**config.mk**
```make
export PLATFORM = sky130hd
export DESIGN_NAME = led_scan_ctrl
export DESIGN_NICKNAME = d
export VERILOG_FILES = /design/src/rtl/led_scan_ctrl_pkg.sv /design/src/rtl/led_scan_prescaler.sv /design/src/rtl/led_scan_ctrl.sv
export SDC_FILE = /design/constraint.sdc
export NUM_CORES = 1
export LEC_CHECK = 0
export ABC_AREA = 1
export CAP_MARGIN = 40
export CORE_AREA = 4 4 74 76
export DETAILED_ROUTE_END_ITERATION = 16
export DIE_AREA = 0 0 78 80
export PLACE_DENSITY_LB_ADDON = 0.15
export SKIP_LAST_GASP = 1
export SLEW_MARGIN = 10
export SYNTH_ARGS = -nofsm -noshare
export SYNTH_HDL_FRONTEND = slang
export SYNTH_SLANG_ARGS = --single-unit
```
**constraint.sdc**
```tcl
create_clock -name clk -period 1.95 [get_ports clk]
set_input_delay 0.39 -clock clk [delete_from_list [all_inputs] [get_ports clk]]
set_output_delay 0.39 -clock clk [all_outputs]
set_load 0.1 [all_outputs]
```
**src/rtl/led_scan_ctrl_pkg.sv**
```systemverilog
// Shared types and constants for the seven-segment scan feeder.
// Imported by the prescaler and the top-level scan controller.
package led_scan_ctrl_pkg;

  localparam int NUM_DIGITS = 4;
  localparam int SEL_W      = 2;

  typedef enum logic {
    ST_BLANK = 1'b0,
    ST_SHOW  = 1'b1
  } state_t;

endpackage

```
**src/rtl/led_scan_prescaler.sv**
```systemverilog
// Refresh prescaler: counts one digit slot and flags the slot wrap.
// Holds its count while scanning is disabled.
module led_scan_prescaler #(
  parameter int DIV_WIDTH = 16,
  parameter int DIV_MAX   = 49999
) (
  input  logic                 clk,
  input  logic                 rst_n,
  input  logic                 i_en,
  output logic [DIV_WIDTH-1:0] o_cnt,
  output logic                 o_wrap
);

  logic [DIV_WIDTH-1:0] r_cnt;
  logic                 w_term;

  assign w_term = (r_cnt == DIV_WIDTH'(DIV_MAX));
  assign o_cnt  = r_cnt;
  assign o_wrap = i_en & w_term;

  // Slot counter: advance while enabled, wrap at terminal count.
  always_ff @(posedge clk or negedge rst_n) begin
    if (!rst_n) begin
      r_cnt <= '0;
    end else if (i_en) begin
      r_cnt <= w_term ? '0 : r_cnt + 1'b1;
    end
  end

endmodule

```
**src/rtl/led_scan_ctrl.sv**
```systemverilog
// Four-digit scan controller: double-buffered display word, digit
// select rotation and per-slot anti-ghosting blank window.
module led_scan_ctrl
  import led_scan_ctrl_pkg::*;
#(
  parameter int DIV_WIDTH    = 16,
  parameter int DIV_MAX      = 49999,
  parameter int BLANK_CYCLES = 64
) (
  input  logic             clk,
  input  logic             rst_n,
  input  logic             en,
  input  logic             wr_en,
  input  logic [15:0]      wr_data,
  output logic             wr_ack,
  output logic [3:0]       ain,
  output logic [3:0]       bin,
  output logic [3:0]       cin,
  output logic [3:0]       din,
  output logic [SEL_W-1:0] sel,
  output logic             blank,
  output logic             frame_tick
);

  logic [DIV_WIDTH-1:0] w_cnt;
  logic                 w_wrap;
  logic                 w_frame;
  logic                 w_reach;
  state_t               r_state;
  state_t               w_state_nxt;
  logic [SEL_W-1:0]     r_sel;
  logic [15:0]          r_active;
  logic [15:0]          r_pending;
  logic                 r_pend_valid;
  logic                 r_wr_ack;
  logic                 r_frame_tick;

  led_scan_prescaler #(
    .DIV_WIDTH (DIV_WIDTH),
    .DIV_MAX   (DIV_MAX)
  ) u_pre (
    .clk    (clk),
    .rst_n  (rst_n),
    .i_en   (en),
    .o_cnt  (w_cnt),
    .o_wrap (w_wrap)
  );

  assign w_frame = w_wrap && (r_sel == SEL_W'(NUM_DIGITS - 1));

  // Will the count after this edge be past the blank window?
  always_comb begin
    w_reach = 1'b0;
    if (w_wrap) begin
      w_reach = (BLANK_CYCLES == 0);
    end else begin
      w_reach = (int'(w_cnt) + 1 >= BLANK_CYCLES);
    end
  end

  // Next-state logic for the blank/show window.
  always_comb begin
    w_state_nxt = r_state;
    unique case (r_state)
      ST_BLANK: begin
        if (en && w_reach) w_state_nxt = ST_SHOW;
      end
      ST_SHOW: begin
        if (!en) begin
          w_state_nxt = ST_BLANK;
        end else if (w_wrap && BLANK_CYCLES > 0) begin
          w_state_nxt = ST_BLANK;
        end
      end
      default: w_state_nxt = ST_BLANK;
    endcase
  end

  // State register; blank window starts in lockstep with sel.
  always_ff @(posedge clk or negedge rst_n) begin
    if (!rst_n) r_state <= ST_BLANK;
    else        r_state <= w_state_nxt;
  end

  // Digit select advances on each slot wrap.
  always_ff @(posedge clk or negedge rst_n) begin
    if (!rst_n)      r_sel <= '0;
    else if (w_wrap) r_sel <= r_sel + 1'b1;
  end

  // Double buffer: new words land in active only at frame boundaries.
  always_ff @(posedge clk or negedge rst_n) begin
    if (!rst_n) begin
      r_active     <= '0;
      r_pending    <= '0;
      r_pend_valid <= 1'b0;
      r_wr_ack     <= 1'b0;
      r_frame_tick <= 1'b0;
    end else begin
      r_wr_ack     <= wr_en;
      r_frame_tick <= 1'b0;
      if (wr_en) r_pending <= wr_data;
      if (w_frame && (wr_en || r_pend_valid)) begin
        r_active     <= wr_en ? wr_data : r_pending;
        r_pend_valid <= 1'b0;
        r_frame_tick <= 1'b1;
      end else if (wr_en) begin
        r_pend_valid <= 1'b1;
      end
    end
  end

  assign ain        = r_active[3:0];
  assign bin        = r_active[7:4];
  assign cin        = r_active[11:8];
  assign din        = r_active[15:12];
  assign sel        = r_sel;
  assign blank      = (r_state == ST_BLANK);
  assign wr_ack     = r_wr_ack;
  assign frame_tick = r_frame_tick;

endmodule

```
* Word-level counts from Yosys, hierarchy flattened
Cells that the tools add are included. Widths: inputs -> output; s select.
Cells by class: add/subtract/negate cells 3, multipliers 0, divide/modulo/power cells 0, order comparisons 1, eq/ne operators 2, shifts and indexed selects 0, multiplexer cells 10, bitwise logic cells 2, reductions and logical operators 5
Operators with widths (number):
- $mux 16 | 2
- $add 16x1->17 const B | 1
- $ge 17x7->1 const B | 1
- $add 16x1->16 const B | 1
- $eq 16x16->1 const B | 1
- $mux 1 | 7
- $logic_and 1x1->1 | 3
- $add 2x1->2 const B | 1
- $eq 2x2->1 const B | 1
- $pmux 1 s2 | 1
- $reduce_bool 2->1 | 1
- $and 1x1->1 | 1
- $logic_or 1x1->1 | 1
- $not 1->1 | 1
Word-level totals: flip-flop bits (word level) 54, bits in latches 0, bits in writable memories 0, ROM bits 0, input port bits 20, word-level logic and storage cells 31, memories 0

* Logic depth before layout (Yosys ltp)
depth in word-level cells 6, mapped depth 11

* Hierarchy
Synthesis repeated with hierarchy kept, for this count alone.
Unflattened totals: cell total of the unflattened synthesis 363, area, all modules 2771.4 µm²
Modules (own cells, without submodules):
- led_scan_ctrl | instances 1, cells an instance 229, area an instance 1809.2 µm²
- led_scan_prescaler | instances 1, cells an instance 134, area an instance 962.2 µm²

* Worst setup path before layout
No wires, ideal clock.
kind register -> register, start reg r_sel[0] (netlist: sel[0]), end reg r_active[0], setup time 120 ps, arrival time 1697 ps, slack 133 ps, stages on the path, launching flop included 6, buffers on the path 1, clock period less this slack 1817 ps, cell sequence dfrtp_1 > ha_1 > nand3_4 > buf_2 > nand2_1 > nand2_1
On the way: longest elaborated chain between the ends 3
RTL lines:
- start, declared | RTL line led_scan_ctrl.sv:31 | logic [SEL_W-1:0] r_sel;
- start signal, assigned | RTL line led_scan_ctrl.sv:88 | else if (w_wrap) r_sel <= r_sel + 1'b1;
- $eq 2x2->1 | RTL line led_scan_ctrl.sv:49 | assign w_frame = w_wrap && (r_sel == SEL_W'(NUM_DIGITS - 1));
- $logic_and 1x1->1 | RTL line led_scan_ctrl.sv:49
- $logic_and 1x1->1 | RTL line led_scan_ctrl.sv:103 | if (w_frame && (wr_en || r_pend_valid)) begin
- end signal, assigned | RTL line led_scan_ctrl.sv:104 | r_active <= wr_en ? wr_data : r_pending;
- end, declared | RTL line led_scan_ctrl.sv:32 | logic [15:0] r_active;
Every way passes these cells. A chain may end at the register's enable or synchronous reset.

* Worst setup path after layout
start reg u_pre.r_cnt[0] (netlist: u_pre.o_cnt[0]), end reg r_state
On the way: longest elaborated chain between the ends 6, elaborated cells on any way between the ends 10
RTL lines:
- start, declared | RTL line led_scan_prescaler.sv:14 | logic [DIV_WIDTH-1:0] r_cnt;
- start signal, assigned | RTL line led_scan_prescaler.sv:26 | r_cnt <= w_term ? '0 : r_cnt + 1'b1;
- $add 16x1->17 / $eq 16x16->1 (equally long branches) | RTL line led_scan_ctrl.sv:57, led_scan_prescaler.sv:17
- $ge 17x7->1 / $and 1x1->1 (equally long branches) | RTL line led_scan_ctrl.sv:57, led_scan_prescaler.sv:19
- $mux 1 | RTL line led_scan_ctrl.sv:54 | if (w_wrap) begin
- $logic_and 1x1->1 | RTL line led_scan_ctrl.sv:66 | if (en && w_reach) w_state_nxt = ST_SHOW;
- $mux 1 | RTL line led_scan_ctrl.sv:66
- $pmux 1 s2 * | RTL line led_scan_ctrl.sv:64 | unique case (r_state)
- via w_state_nxt | RTL line led_scan_ctrl.sv:30 | state_t w_state_nxt;
- end signal, assigned | RTL line led_scan_ctrl.sv:82 | else r_state <= w_state_nxt;
- end, declared | RTL line led_scan_ctrl.sv:29 | state_t r_state;
The timed path passes the listed nets; every way through them passes the cells marked *.

==> impl_results.md <==
* Top-level port count at 41
* Top cell by count, worst path: sky130_fd_sc_hd__nor2_1
* Ordered cell list for the critical path: ha_1 > inv_1 > nor2_2 > nand3_1 > o21ai_0 > nand2_1 > nor2_1 > nand2_1 > nor2_1 > nor2_1
* Synthesized flop and latch total at between 50 and 60
* Largest fanout on the critical path at 5
* Synth-to-layout area growth at 24.5%
* Sum of routed wire length over all layers at 5080 um
* H-Tree Level Count at 2
* Required time at the endpoint of the critical path at between 2 and 2.5 ns
* Placed wire-length estimate after detailed placement at roughly 3700 um
* Die X-Extent at 78 um
* Wire length per cell after detailed routing at 12.2 um
* Family with the most delay on the worst path: simple AND/OR/NAND/NOR gates
* Arrival time of the worst setup path at around 1.9 ns
* Post-route core utilization at between 60% and 70%
* Clock insertion delay at the later pin of the skew report at 0.30 ns
* Share of cells above drive strength 1 at between 10% and 20%
* Top sig layer: met4
* Delay contributed by the slowest stage of the critical path at between 0.4 and 0.5 ns
* GRT Overall Usage at between 15 and 20%
* Total die area at approximately 6200 um^2
* Number of nets with antenna violations after detailed routing at 0
* Detailed-route DRC error count at 0
* Number of warnings printed during yosys synthesis at 0
* Post-CTS Hold Buffers at 0
* Number of nets in the finished design at between 300 and 400
* Number of diodes added for antenna fixing at 0
* Minimum clock period after layout at about 1.6 ns
* Ratio of total power to cell area at 848 nW/um^2
* Clock transition time at the flip-flop clock pins of the worst setup and hold paths at 0.10 ns
* Final Max Tran Viols at 0
* CTS Buffer Depth at 2
* Count of instances resized after the clock tree is built at 0
* Maxcap violations at 0
* Dominant synthesized flop cell: sky130_fd_sc_hd__dfrtp_1
* Share of the cycle needed by the critical path after routing at a little over four fifths
* Total number of clock tree sinks at between 50 and 60
* Fill cell count at 434
* CTS tree: built
* Clock root cell: sky130_fd_sc_hd__clkbuf_8
* Global placement routability congestion at approximately 0.9
* Final hold violation count at 0
* Post-synthesis instance area at ~2400 um^2
* Unrepaired setup endpoints after global routing: no
* Leakage component of the power at 1.58 nW
* Routed met3 length at between 200 and 300 um
* Top cell type by total area after synthesis: sky130_fd_sc_hd__dfrtp_1
* Cell type of the slowest stage on the worst timing path: sky130_fd_sc_hd__dfrtp_1
* CP Class: flip-flop to flip-flop
* Worst hold margin at 0.0595 ns
* Top-area cell type share of the netlist area at 55.4%
* Inserted Clock Buffers at 5
* Overall Power at between 2 and 3 mW
* Global-route wire length before repair at 8760 um
* Port-buffer cells at 40
* Min-delay worst type: input port to async pin
* Register area at 1350 um^2
* Via count of the first global-routing pass at 1,904
* Kind of capture point of the worst setup path: flip-flop
* Maximum VDD drop at 525 uV
* Via density at ~4.8
* Top area cells in the synthesized netlist: sky130_fd_sc_hd__dfrtp_1 55%, sky130_fd_sc_hd__nand2_1 22%, sky130_fd_sc_hd__nor2_1 4.3%
* Post-CTS repair timing setup buffer count at 0
* Synth Net Count at 322
* # rows at 25
* Final setup vio count at 0
* Top-count cell post-synth: sky130_fd_sc_hd__nand2_1
* Core Area at between 4000 and 5000 um^2
* Initial core utilization at about half
* Number of antenna violations at the first check in global routing at 0
* Critical path startpoint category: flip-flop
* Relative slew slack at ~64%
* Mean cell area of the mapped netlist at 8.13 um^2
* Largest net degree at the start of global routing at 55
* Result of the run: completed
* Count of flip-flops with a built-in enable after synthesis at 0
* Synthesized instance count at 300
* Proportion of synthesized flip-flops having asynchronous set or reset at 100%
* Met2 Wirelength at around 2400 um
* Height of the chip at 80 um
* Top cell types by occurrence after synthesis: 143 x sky130_fd_sc_hd__nand2_1, 54 x sky130_fd_sc_hd__dfrtp_1, 28 x sky130_fd_sc_hd__nor2_1
* Clock Skews at roughly 0.011 ns
* Area occupied by multi-input gates at approximately 970 um^2
* Number of DRC markers in iteration 0 at around 120
* Accumulated negative setup slack at 0 ns
* Sum of routed wire segments on met1 at roughly 2400 um
* Detailed Routing Iterations Pass 1 at 4
* Number of distinct library cells after synthesis at 25
* Vias at between 1,500 and 2,000
* Maximum achievable frequency at 608 MHz
* Gr ovfl total at 0
* Sequential fraction of the synthesis area at between 50% and 60%
* Crit path buffers/inverters at 1
* Worst slew pin tran at 0.539 ns
[routing by layer]
layer	up-vias	global-route usage (%)
li1	1023	-
met4	0	5.07
met1	912	24.7
met2	51	28.4
met5	-	0
met3	2	3.95
[final cells by class]
cell class	count	area share [%]
repair buffers	48	14.5
clock buffers	5	2.27
inverters	22	2.76
clock inverters	2	1.28
well taps	67	2.76
flip-flops and latches	54	44.5
multi-input cells	217	31.9
[placed cells by master, fill, tap and decap left out, drive strengths merged, types with 4 or more instances in the layout]
cell type and instances:
xor2 6, nor2 29, clkdlybuf4s50 18, clkbuf 5
inv 21, nand2 144, nand4 4, buf 30
o21ai 10, dfrtp 54, nand3 10
[cells by family after synthesis]
logic type      share of synthesized area, %
fa+ha+maj                               1.03
buf+inv                                 4.92
compound gates                          3.75
flops                                   55.4
xor+xnor                                2.87
simple gates                            32.0
[final timing paths]
path	slack, ns	to	start	cells past startpoint
max	0.31	r_state	u_pre.o_cnt[0]	10
min	0.06	u_pre.o_cnt[6]	rst_n	2
max reg2reg	0.31	r_state	u_pre.o_cnt[0]	10
min reg2reg	0.48	r_pending[8]	r_pending[8]	2
max in group asynchronous	1.64	u_pre.o_cnt[3]	rst_n	2
min in group clk	0.48	r_pending[8]	r_pending[8]	2
[state kept, by name, indices dropped and copies added, names as in the netlist]
| signal | cells |
|---|---|
| frame_tick | 1 |
| r_active | 16 |
| r_pend_valid | 1 |
| r_pending | 16 |
| r_state | 1 |
| sel | 2 |
| u_pre.o_cnt | 16 |
| wr_ack | 1 |
[through the flow]
stage	std cells	worst slack (ns)	cell area [um^2]
final	415	0.307	3040
after global routing	415	0.0342	3040
after CTS	415	0.226	3030
after detailed placement	408	0.127	2930
after global placement	408	0.166	2930
after floorplan	300	0.133	2440
[power by group]
part | total [mW] | leakage, nW | switching, mW | internal (mW)
registers | 1.34 | 0.693 | 0.104 | 1.24
clock network | 0.736 | 0.0542 | 0.357 | 0.378
logic | 0.499 | 0.834 | 0.304 | 0.195
total | 2.58 | 1.58 | 0.765 | 1.81
No activity file was read; power rests on OpenSTA's default activity.
